### src/rtl/exec_mc_sequencer_pkg.sv
// ---------------------------------------------------------------------------
// exec_mc_sequencer_pkg
// Shared definitions for the Execute-stage multi-cycle sequencer and the
// control unit: ALU opcode constants and the sequencer state enum.
// Optional feature macro used by the sequencer: MC_AV_EN (AV multi-cycle).
// ---------------------------------------------------------------------------
package exec_mc_sequencer_pkg;

  localparam int ALU_W = 4;

  localparam logic [ALU_W-1:0] ALU_NOP  = 4'd0;
  localparam logic [ALU_W-1:0] ALU_ADD  = 4'd1;
  localparam logic [ALU_W-1:0] ALU_SUB  = 4'd2;
  localparam logic [ALU_W-1:0] ALU_MULT = 4'd3;
  localparam logic [ALU_W-1:0] ALU_AV   = 4'd4;

  typedef enum logic [1:0] {
    ST_IDLE = 2'd0,
    ST_BUSY = 2'd1,
    ST_DONE = 2'd2
  } mc_state_t;

  // Counter preload for an op taking n Execute cycles. BUSY lasts n-2
  // cycles and leaves when the counter reads zero, so preload n-3.
  // n=2 never enters BUSY, so its preload is irrelevant and held at 0.
  function automatic logic [3:0] mc_preload(input int n);
    if (n >= 3) return 4'(n - 3);
    else        return 4'd0;
  endfunction

endpackage

### src/rtl/exec_mc_sequencer_if.sv
// ---------------------------------------------------------------------------
// exec_mc_sequencer_if
// Bundles the hazard-unit / Execute-stage side of the multi-cycle sequencer.
//   master : hazard unit / pipeline (drives valid_e, alu_ctrl_e, flush_e,
//            stall_ext; consumes stalls, flush_m, unit controls, result_valid)
//   slave  : exec_mc_sequencer
// state and cycle_cnt are debug observation points of the sequencer FSM.
//
// Handshake: result_valid is a level. While it is high and stall_ext is low
// the multi-cycle result advances to Memory on the next rising edge; while
// stall_ext is high the result is held and result_valid stays high.
// ---------------------------------------------------------------------------
interface exec_mc_sequencer_if;
  import exec_mc_sequencer_pkg::*;

  logic                   valid_e;
  logic [ALU_W-1:0]       alu_ctrl_e;
  logic                   flush_e;
  logic                   stall_ext;

  logic                   stall_f;
  logic                   stall_d;
  logic                   stall_e;
  logic                   flush_m;
  logic                   unit_start;
  logic [ALU_W-1:0]       unit_op;
  logic                   result_valid;
  logic                   busy;

  mc_state_t              state;
  logic [3:0]             cycle_cnt;

  modport master (
    output valid_e, alu_ctrl_e, flush_e, stall_ext,
    input  stall_f, stall_d, stall_e, flush_m, unit_start, unit_op,
    input  result_valid, busy, state, cycle_cnt
  );

  modport slave (
    input  valid_e, alu_ctrl_e, flush_e, stall_ext,
    output stall_f, stall_d, stall_e, flush_m, unit_start, unit_op,
    output result_valid, busy, state, cycle_cnt
  );

endinterface

### src/rtl/exec_mc_sequencer_cycle_counter.sv
// ---------------------------------------------------------------------------
// mc_cycle_counter
// Loadable 4-bit down-counter that saturates at zero.
//   clk, reset : clock, synchronous active-high reset (clears to 0)
//   load       : load load_val (priority over en)
//   en         : decrement by one unless already zero
//   load_val   : preload value
//   count      : current value
//   zero       : count == 0
// ---------------------------------------------------------------------------
module mc_cycle_counter (
  input  logic       clk,
  input  logic       reset,
  input  logic       load,
  input  logic       en,
  input  logic [3:0] load_val,
  output logic [3:0] count,
  output logic       zero
);

  always_ff @(posedge clk) begin
    if (reset) begin
      count <= 4'd0;
    end else if (load) begin
      count <= load_val;
    end else if (en && (count != 4'd0)) begin
      count <= count - 4'd1;
    end
  end

  assign zero = (count == 4'd0);

endmodule

### src/rtl/exec_mc_sequencer.sv
// ---------------------------------------------------------------------------
// exec_mc_sequencer
// Sequences multi-cycle ALU ops (MULT, and AV when MC_AV_EN is defined) in
// the Execute stage: pulses unit_start, stalls Fetch/Decode/Execute and
// bubbles Memory for N-1 cycles, then presents result_valid in DONE.
//   parameters : MULT_CYCLES (2..16), AV_CYCLES (2..16)
//   clk, reset : clock, synchronous active-high reset
//   bus        : exec_mc_sequencer_if.slave (inputs valid_e, alu_ctrl_e,
//                flush_e, stall_ext; outputs stall_f/d/e, flush_m,
//                unit_start, unit_op, result_valid, busy, debug state and
//                cycle_cnt)
// Configuration macro: MC_AV_EN -- when defined AV is multi-cycle using
// AV_CYCLES; otherwise AV executes in a single cycle like ADD.
// ---------------------------------------------------------------------------
module exec_mc_sequencer
  import exec_mc_sequencer_pkg::*;
#(
  parameter int MULT_CYCLES = 4,
  parameter int AV_CYCLES   = 3
) (
  input  logic                 clk,
  input  logic                 reset,
  exec_mc_sequencer_if.slave   bus
);

`ifdef MC_AV_EN
  localparam bit AV_MC = 1'b1;
`else
  localparam bit AV_MC = 1'b0;
`endif

  localparam logic [3:0] MULT_LOAD = mc_preload(MULT_CYCLES);
  localparam logic [3:0] AV_LOAD   = mc_preload(AV_CYCLES);
  localparam bit         MULT_TWO  = (MULT_CYCLES == 2);
  localparam bit         AV_TWO    = (AV_CYCLES == 2);

  mc_state_t        state, state_n;
  logic [ALU_W-1:0] unit_op_q;
  logic             is_mult, is_av, is_mc, start;
  logic             stall_all, flush_m_c, unit_start_c, result_valid_c;
  logic             cnt_load, cnt_en, cnt_zero;
  logic [3:0]       cnt_val, load_val;
  logic             two_cycle;

  assign is_mult   = (bus.alu_ctrl_e == ALU_MULT);
  assign is_av     = AV_MC && (bus.alu_ctrl_e == ALU_AV);
  assign is_mc     = is_mult || is_av;
  assign start     = (state == ST_IDLE) && bus.valid_e && !bus.flush_e && is_mc;
  assign load_val  = is_av ? AV_LOAD : MULT_LOAD;
  assign two_cycle = is_av ? AV_TWO : MULT_TWO;

  mc_cycle_counter u_cnt (
    .clk      (clk),
    .reset    (reset),
    .load     (cnt_load),
    .en       (cnt_en),
    .load_val (load_val),
    .count    (cnt_val),
    .zero     (cnt_zero)
  );

  always_ff @(posedge clk) begin
    if (reset) begin
      state <= ST_IDLE;
    end else begin
      state <= state_n;
    end
  end

  always_comb begin
    state_n        = state;
    stall_all      = 1'b0;
    flush_m_c      = 1'b0;
    unit_start_c   = 1'b0;
    result_valid_c = 1'b0;
    cnt_load       = 1'b0;
    cnt_en         = 1'b0;
    case (state)
      ST_IDLE: begin
        // Stalls in the start cycle come straight from the start condition.
        if (start) begin
          stall_all    = 1'b1;
          flush_m_c    = 1'b1;
          unit_start_c = 1'b1;
          cnt_load     = 1'b1;
          state_n      = two_cycle ? ST_DONE : ST_BUSY;
        end
      end
      ST_BUSY: begin
        if (bus.flush_e) begin
          state_n = ST_IDLE;
        end else begin
          stall_all = 1'b1;
          flush_m_c = 1'b1;
          cnt_en    = 1'b1;
          if (cnt_zero) state_n = ST_DONE;
        end
      end
      ST_DONE: begin
        // A kill wins over a downstream stall and drops the result.
        if (bus.flush_e) begin
          state_n = ST_IDLE;
        end else begin
          result_valid_c = 1'b1;
          if (bus.stall_ext) begin
            stall_all = 1'b1;
          end else begin
            state_n = ST_IDLE;
          end
        end
      end
      default: state_n = ST_IDLE;
    endcase
    // Reset silences every output in the reset cycle itself.
    if (reset) begin
      stall_all      = 1'b0;
      flush_m_c      = 1'b0;
      unit_start_c   = 1'b0;
      result_valid_c = 1'b0;
      cnt_load       = 1'b0;
      cnt_en         = 1'b0;
    end
  end

  // unit_op holds the started opcode for the whole operation and reads 0
  // whenever the sequencer is (or is returning to) IDLE.
  always_ff @(posedge clk) begin
    if (reset) begin
      unit_op_q <= '0;
    end else if (unit_start_c) begin
      unit_op_q <= bus.alu_ctrl_e;
    end else if (state_n == ST_IDLE) begin
      unit_op_q <= '0;
    end
  end

  assign bus.stall_f      = stall_all;
  assign bus.stall_d      = stall_all;
  assign bus.stall_e      = stall_all;
  assign bus.flush_m      = flush_m_c;
  assign bus.unit_start   = unit_start_c;
  assign bus.unit_op      = reset ? '0 : unit_op_q;
  assign bus.result_valid = result_valid_c;
  assign bus.busy         = !reset && (state != ST_IDLE);
  assign bus.state        = state;
  assign bus.cycle_cnt    = cnt_val;

endmodule

### src/flat_wrapper.sv
// flat-port wrapper written by rule: the top's interface ports become plain ports
module exec_mc_sequencer_flat import exec_mc_sequencer_pkg::*;
#(
  parameter int MULT_CYCLES = 4,
  parameter int AV_CYCLES   = 3
)
  (clk, reset, bus_valid_e, bus_alu_ctrl_e, bus_flush_e, bus_stall_ext, bus_stall_f, bus_stall_d, bus_stall_e, bus_flush_m, bus_unit_start, bus_unit_op, bus_result_valid, bus_busy, bus_state, bus_cycle_cnt);
  exec_mc_sequencer_if bus_i ();
  input  logic clk;
  input  logic reset;
  input wire logic [$bits(bus_i.valid_e)-1:0] bus_valid_e;
  input wire logic [$bits(bus_i.alu_ctrl_e)-1:0] bus_alu_ctrl_e;
  input wire logic [$bits(bus_i.flush_e)-1:0] bus_flush_e;
  input wire logic [$bits(bus_i.stall_ext)-1:0] bus_stall_ext;
  output wire logic [$bits(bus_i.stall_f)-1:0] bus_stall_f;
  output wire logic [$bits(bus_i.stall_d)-1:0] bus_stall_d;
  output wire logic [$bits(bus_i.stall_e)-1:0] bus_stall_e;
  output wire logic [$bits(bus_i.flush_m)-1:0] bus_flush_m;
  output wire logic [$bits(bus_i.unit_start)-1:0] bus_unit_start;
  output wire logic [$bits(bus_i.unit_op)-1:0] bus_unit_op;
  output wire logic [$bits(bus_i.result_valid)-1:0] bus_result_valid;
  output wire logic [$bits(bus_i.busy)-1:0] bus_busy;
  output wire logic [$bits(bus_i.state)-1:0] bus_state;
  output wire logic [$bits(bus_i.cycle_cnt)-1:0] bus_cycle_cnt;
  assign bus_i.valid_e = bus_valid_e;
  assign bus_i.alu_ctrl_e = bus_alu_ctrl_e;
  assign bus_i.flush_e = bus_flush_e;
  assign bus_i.stall_ext = bus_stall_ext;
  assign bus_stall_f = bus_i.stall_f;
  assign bus_stall_d = bus_i.stall_d;
  assign bus_stall_e = bus_i.stall_e;
  assign bus_flush_m = bus_i.flush_m;
  assign bus_unit_start = bus_i.unit_start;
  assign bus_unit_op = bus_i.unit_op;
  assign bus_result_valid = bus_i.result_valid;
  assign bus_busy = bus_i.busy;
  assign bus_state = bus_i.state;
  assign bus_cycle_cnt = bus_i.cycle_cnt;
  exec_mc_sequencer #(.MULT_CYCLES(MULT_CYCLES), .AV_CYCLES(AV_CYCLES)) u_core (.clk(clk), .reset(reset), .bus(bus_i));
endmodule
### config.mk
export PLATFORM = sky130hd
export DESIGN_NAME = exec_mc_sequencer_flat
export DESIGN_NICKNAME = d
export VERILOG_FILES = /design/src/rtl/exec_mc_sequencer_pkg.sv /design/src/rtl/exec_mc_sequencer_if.sv /design/src/rtl/exec_mc_sequencer_cycle_counter.sv /design/src/rtl/exec_mc_sequencer.sv /design/src/flat_wrapper.sv
export SDC_FILE = /design/constraint.sdc
export NUM_CORES = 1
export LEC_CHECK = 0
export ABC_AREA = 1
export BUFFER_PORTS_ARGS = -buffer_cell sky130_fd_sc_hd__clkbuf_2
export CORE_ASPECT_RATIO = 1.1
export CORE_UTILIZATION = 30
export DETAILED_ROUTE_END_ITERATION = 6
export RECOVER_POWER = 25
export SLEW_MARGIN = 20
export SYNTH_ARGS = -nofsm -noshare
export SYNTH_HDL_FRONTEND = slang
export SYNTH_HIERARCHICAL = 1
export SYNTH_SLANG_ARGS = --single-unit
### constraint.sdc
create_clock -name clk -period 4.1 [get_ports clk]
set_input_delay 0.205 -clock clk [delete_from_list [all_inputs] [get_ports clk]]
set_output_delay 0.205 -clock clk [all_outputs]
set_load 0.01 [all_outputs]
; ---- Word level (Yosys, flattened, before mapping)
; Cells that the tools add are included.
[word_totals]
register_bits = 10
inputBits = 9
output_inout_bits = 17
elab_cells = 48
[op_classes]
addsub = 1
eq_ne = 3
mux = 25
n_reduce_logical = 15
[op_table]
columns = operator, n
row1 = 1-bit 2-to-1 mux, 14
row2 = 4-bit 2-to-1 mux, 3
row3 = 2-bit 2-to-1 mux, 5
row4 = 2-bit case mux with 3 select lines, 1
row5 = 2-bit nonzero test, 3
row6 = 1-bit logical AND, 5
row7 = 4-bit by 2-bit equality test with 1-bit output (second input constant), 1
row8 = 2-bit zero test, 2
row9 = 4-bit zero test, 1
row10 = 4-bit nonzero test, 1
row11 = 4-bit by 1-bit subtractor with 4-bit output (second input constant), 1
row12 = 1-bit case mux with 3 select lines, 1
row13 = 2-bit by 1-bit equality test with 1-bit output (second input constant), 1
row14 = 2-bit equality test (second input constant), 1
row15 = 1-bit zero test, 2
row16 = 1-bit case mux with 2 select lines, 1
row17 = 2-bit OR reduction, 1

; ---- Longest topological paths before layout
[logic_depth]
depth_word = 9
ltp_mapped = 12
mapped_depth_nobuf = 12

; ---- Cells and area by module
; Netlist, hierarchy kept.
[by_module_without_submodules]
columns = mod, n_inst, cells_per_inst, area_each_um2, seq_area_each_um2
row1 = exec_mc_sequencer, 1, 58, 387.9, 120.1
row2 = mc_cycle_counter, 1, 41, 274.0, 80.1

; ---- Worst setup path before layout
; No wires, ideal clock.
[synth_path]
path_kind = register to register
start = register u_core.state[0], in the netlist u_core/bus.state[0]
end = register u_core.u_cnt.count[3]
setup_ns = 0.115
t_arrival_ns = 1.371
required_time_ns = 3.985
setup_slack_ns = 2.614
path_stages_with_launch = 10
synth_period_minus_slack_ns = 1.486
path_cell_list = dfxtp_1 -> nor2_2 -> nand2_2 -> nor2_4 -> nand2_2 -> inv_1 -> inv_2 -> or2_0 -> nand3_1 -> a21oi_2
[synth_via]
elab_chain_len = 8
word_cells_on_any_way = 12
cone_classes = eq/ne (1) / mux (5) / reduce/logical (6)
[synth_lines]
columns = element, line
row1 = "start, declared", exec_mc_sequencer.sv:37  ; mc_state_t state, state_n;
row2 = "start signal, assigned", exec_mc_sequencer.sv:66  ; state <= state_n;
row3 = 2-bit zero test (*), n/a
row4 = 1-bit logical AND (3 in a row), exec_mc_sequencer.sv:48  ; assign start = (state == ST_IDLE) && bus.valid_e && !bus.flush_e && is_mc;
row5 = 1-bit 2-to-1 mux, n/a
row6 = 1-bit 2-to-1 mux (*) (2 in a row), n/a
row7 = named net bus_unit_start, flat_wrapper.sv:19  ; output wire logic [$bits(bus_i.unit_start)-1:0] bus_unit_start;
row8 = 2-bit OR reduction (no source line) (*), n/a
row9 = "end signal, assigned", exec_mc_sequencer_cycle_counter.sv:25  ; count <= load_val;
row10 = "end signal, assigned", exec_mc_sequencer_cycle_counter.sv:27  ; count <= count - 4'd1;
row11 = "end, declared", exec_mc_sequencer_cycle_counter.sv:17  ; output logic [3:0] count,
; The timed path passes the listed nets; every way through them passes the cells marked *.
; A chain may end at the register's enable or synchronous reset.

; ---- Worst setup path in the final report
[layout_path]
start = register u_core.state[0], in the netlist u_core/bus.state[0]
end = output port bus_stall_f
[layout_via]
elab_chain_len = 7
word_cells_on_any_way = 9
cone_classes = eq/ne (2) / mux (3) / reduce/logical (4)
[layout_lines]
columns = element, line
row1 = 2-bit zero test, "exec_mc_sequencer.sv:48, exec_mc_sequencer.sv:78"
row2 = 1-bit logical AND (3 in a row), exec_mc_sequencer.sv:48
row3 = 1-bit 2-to-1 mux, exec_mc_sequencer.sv:81  ; if (start) begin
row4 = 1-bit case mux with 3 select lines (*), exec_mc_sequencer.sv:78  ; case (state)
row5 = 1-bit 2-to-1 mux (*), exec_mc_sequencer.sv:115  ; if (reset) begin
row6 = "end, declared", flat_wrapper.sv:15  ; output wire logic [$bits(bus_i.stall_f)-1:0] bus_stall_f;
; Mark *: on every way between the ends. The rest lies on a longest branch, timed or not.

==> flow_summary.ini <==
[timing]
fin_setup_tns_ns = 0
finalHoldViolCount = 0
slew_viol_final = 0
fin_crit_ns = 1.59
setup_viol = 0
rsz0062_at_grt = no
period_share_pct = 38.7
fmax_ghz = 0.631
whs_ns = 0.277
clock_skew_ns = 0.00146

[global_routing]
track_usage_pct = 12.3
grt_overflow = 0
grt_pass1_vias = 552
antenna_found_initial = 0
grt_pass1_wl_um = 2150
grt_max_degree = 13

[clock_network]
cts_buffers = 3
worstSkewPairLatency_ns = 0.27
clockRootBuffer = clkbuf_4
htree_levels = 1
ctsLongestPathBuffers = 2
cts_setup_buffers = 0
cts_tree = yes
clk_pin_slew_worst_paths_ns = 0.07
cts_resized = 0
cts.sinks = 10
cts_hold_buf = 0

[synthesis]
synthCells = 99
synth_seq_cells = 10
synth.yosys.seq_area_share_pct = 30.2
synth_area_um2 = 662
avgSynthCellArea_um2 = 6.69
synth_cell_types = 25
yosysWarningCount = 6

[placement]
io_buffers = 25
placed_area_um2 = 810
place_congestion = 0.703
hpwl_um = 1020

[route]
drtIter0Drc = 3
wl_per_cell_um = 8.27
vias = 654
drc = 0
drt-total-wl_um = 1280
drtPass1Iterations = 4
avgViaCountPerCell = 4.22
ant_nets = 0

[critical_path]
critPathMaxFanout = 7
path_cells = nor2_1, nand2_1, nand2_4, nor2_4, nor2_2, clkbuf_2
arrival_ns = 1.38
critPathRequiredTime_ns = 3.89
worst_setup_path_start_kind = register
critPathMaxStageDelay_ns = 0.47
critPathKind = reg -> out
crit_path_end_kind = primary output
critPathSlowestCell = dfxtp_1

[power]
power.share.clock_pct = 44.1
power_uw = 206
combPwrFrac_pct = 8.4
p_int_uw = 158
p_sw_uw = 48.2
power_density_mw_per_mm2 = 247
vdd_drop_max_mv = 0.122
p_leak_uw = 0.000450
p_sw_share_pct = 23.4
seqPwrFrac_pct = 47.5

[layout]
antenna_cells = 0
layout-drive-gt1-share_pct = 33.1
nets = 138
fin_area_um2 = 836
syn_to_final_growth_pct = 26.3

[die]
start_util_pct = 32.4
rows = 17
die-area_mm2 = 0.00240
die_h_um = 51.3
die_w_um = 46.8
core_mm2 = 0.00204
io_pins = 26

[status]
status = completed

[worst_hold_path]
hold_path_class = in -> reg

[flow_run]
drv_cap = 0
-- path summary, 6_finish.rpt --
kind | startpoint | end | slack, ns | cells past startpoint
min reg2reg | u_core/unit_op_q[2] | u_core/unit_op_q[2] | 0.47 | 2
max | u_core/bus.state[0] | bus_stall_f | 2.51 | 6
max reg2reg | u_core/bus.state[0] | u_core/u_cnt/count[3] | 2.61 | 9
min | reset | u_core/u_cnt/count[3] | 0.28 | 2
-- flip-flops by register name (all words and copies together) (netlist names) --
name,flops
u_core/u_cnt/count,4
u_core/bus.state,2
u_core/unit_op_q,4
-- per-stage QoR --
step / setup WS, ns / utilization, % / cells
5_1_grt: 2.38 / 40.9 / 155
3_5_place_dp: 2.60 / 39.6 / 151
2_1_floorplan: 2.61 / - / 101
4_1_cts: 2.49 / 41.4 / 155
3_3_place_gp: 2.64 / 39.6 / 151
6_report: 2.51 / 40.9 / 155
-- per-layer routing --
| layer | wire [um] | track usage (%) | part of all wire (%) | up-vias |
|---|---|---|---|---|
| li1 | - | - | - | 352 |
| met4 | 23 | 8.57 | 1.8 | 0 |
| met5 | 0 | 0 | 0 | - |
| met2 | 564 | 19.7 | 44 | 23 |
| met1 | 633 | 14.3 | 49 | 275 |
| met3 | 61 | 2.12 | 4.8 | 4 |
-- placed cells by master (no fill, tap or decap), drive strengths merged --
master and count:
ha 1, nor2 23, nand4 3, conb 4, xor2 1, nor4 1, nand2 19, inv 19
o21ai 5, o22ai 1, clkinv 1, a21oi 4, or2 1, clkbuf 29, nand3 5, dfxtp 10
-- synthesized netlist by cell type --
| cell | n | share of area (%) |
|---|---|---|
| nor2_1 | 18 | 10 |
| buf_2 | 1 | 0.76 |
| o21ai_2 | 2 | 2.6 |
| nand2_2 | 4 | 3.8 |
| nand3_2 | 1 | 1.5 |
| a21oi_1 | 3 | 2.3 |
| nor2_4 | 2 | 3.4 |
| or2_0 | 1 | 0.95 |
| nand2_1 | 12 | 6.8 |
| clkinv_2 | 1 | 0.76 |
| nand4_1 | 3 | 2.8 |
| nor4_1 | 1 | 0.95 |
| nand3_1 | 4 | 3.0 |
| nand2_4 | 3 | 5.1 |
| inv_1 | 17 | 9.6 |
| ha_1 | 1 | 1.9 |
| a21oi_2 | 1 | 1.3 |
| nor2_2 | 3 | 2.8 |
| dfxtp_1 | 10 | 30 |
| inv_2 | 2 | 1.1 |
| o22ai_1 | 1 | 0.95 |
| xor2_1 | 1 | 1.3 |
| o21ai_0 | 3 | 2.3 |
| conb_1 | 2 | 1.1 |
| buf_4 | 2 | 2.3 |
-- cell families (layout without fill, tap and decap cells) --
group / Yosys count / in the layout / share of synthesized area, %
flip-flops: 10 / 10 / 30.2
AO/OA/AOI/OAI: 10 / 10 / 9.45
buffers and inverters: 23 / 49 / 14.6
other: 2 / 4 / 1.13
XOR/XNOR: 1 / 1 / 1.32
AND/OR/NAND/NOR: 52 / 52 / 41.4
adder cells (fa/ha/maj): 1 / 1 / 1.89
-- power by group through the flow --
stage	logic, uW	registers (uW)	clock network (uW)
after global placement	17.4	100	0
final	17.2	98.0	91.0
after detailed placement	17.4	100	0
after global routing	19.7	98.0	101
after floorplan	11.0	100	0
after CTS	17.6	98.0	95.6
-- critical path, delay by kind of cell (launching register included) --
family	cells	cell delay (ns)
buffers and inverters	1	0.13
AND/OR/NAND/NOR	5	0.51
flip-flops	1	0.47
-- cell type report --
type / instances / area (um^2)
fill: 245 / 1210
inverter: 20 / 76.3
clock buffer: 4 / 36.3
multi-input combinational: 68 / 368
sequential: 10 / 200
timing repair buffer: 25 / 120
tap: 28 / 35.0
(Power assumes the default switching activity.)
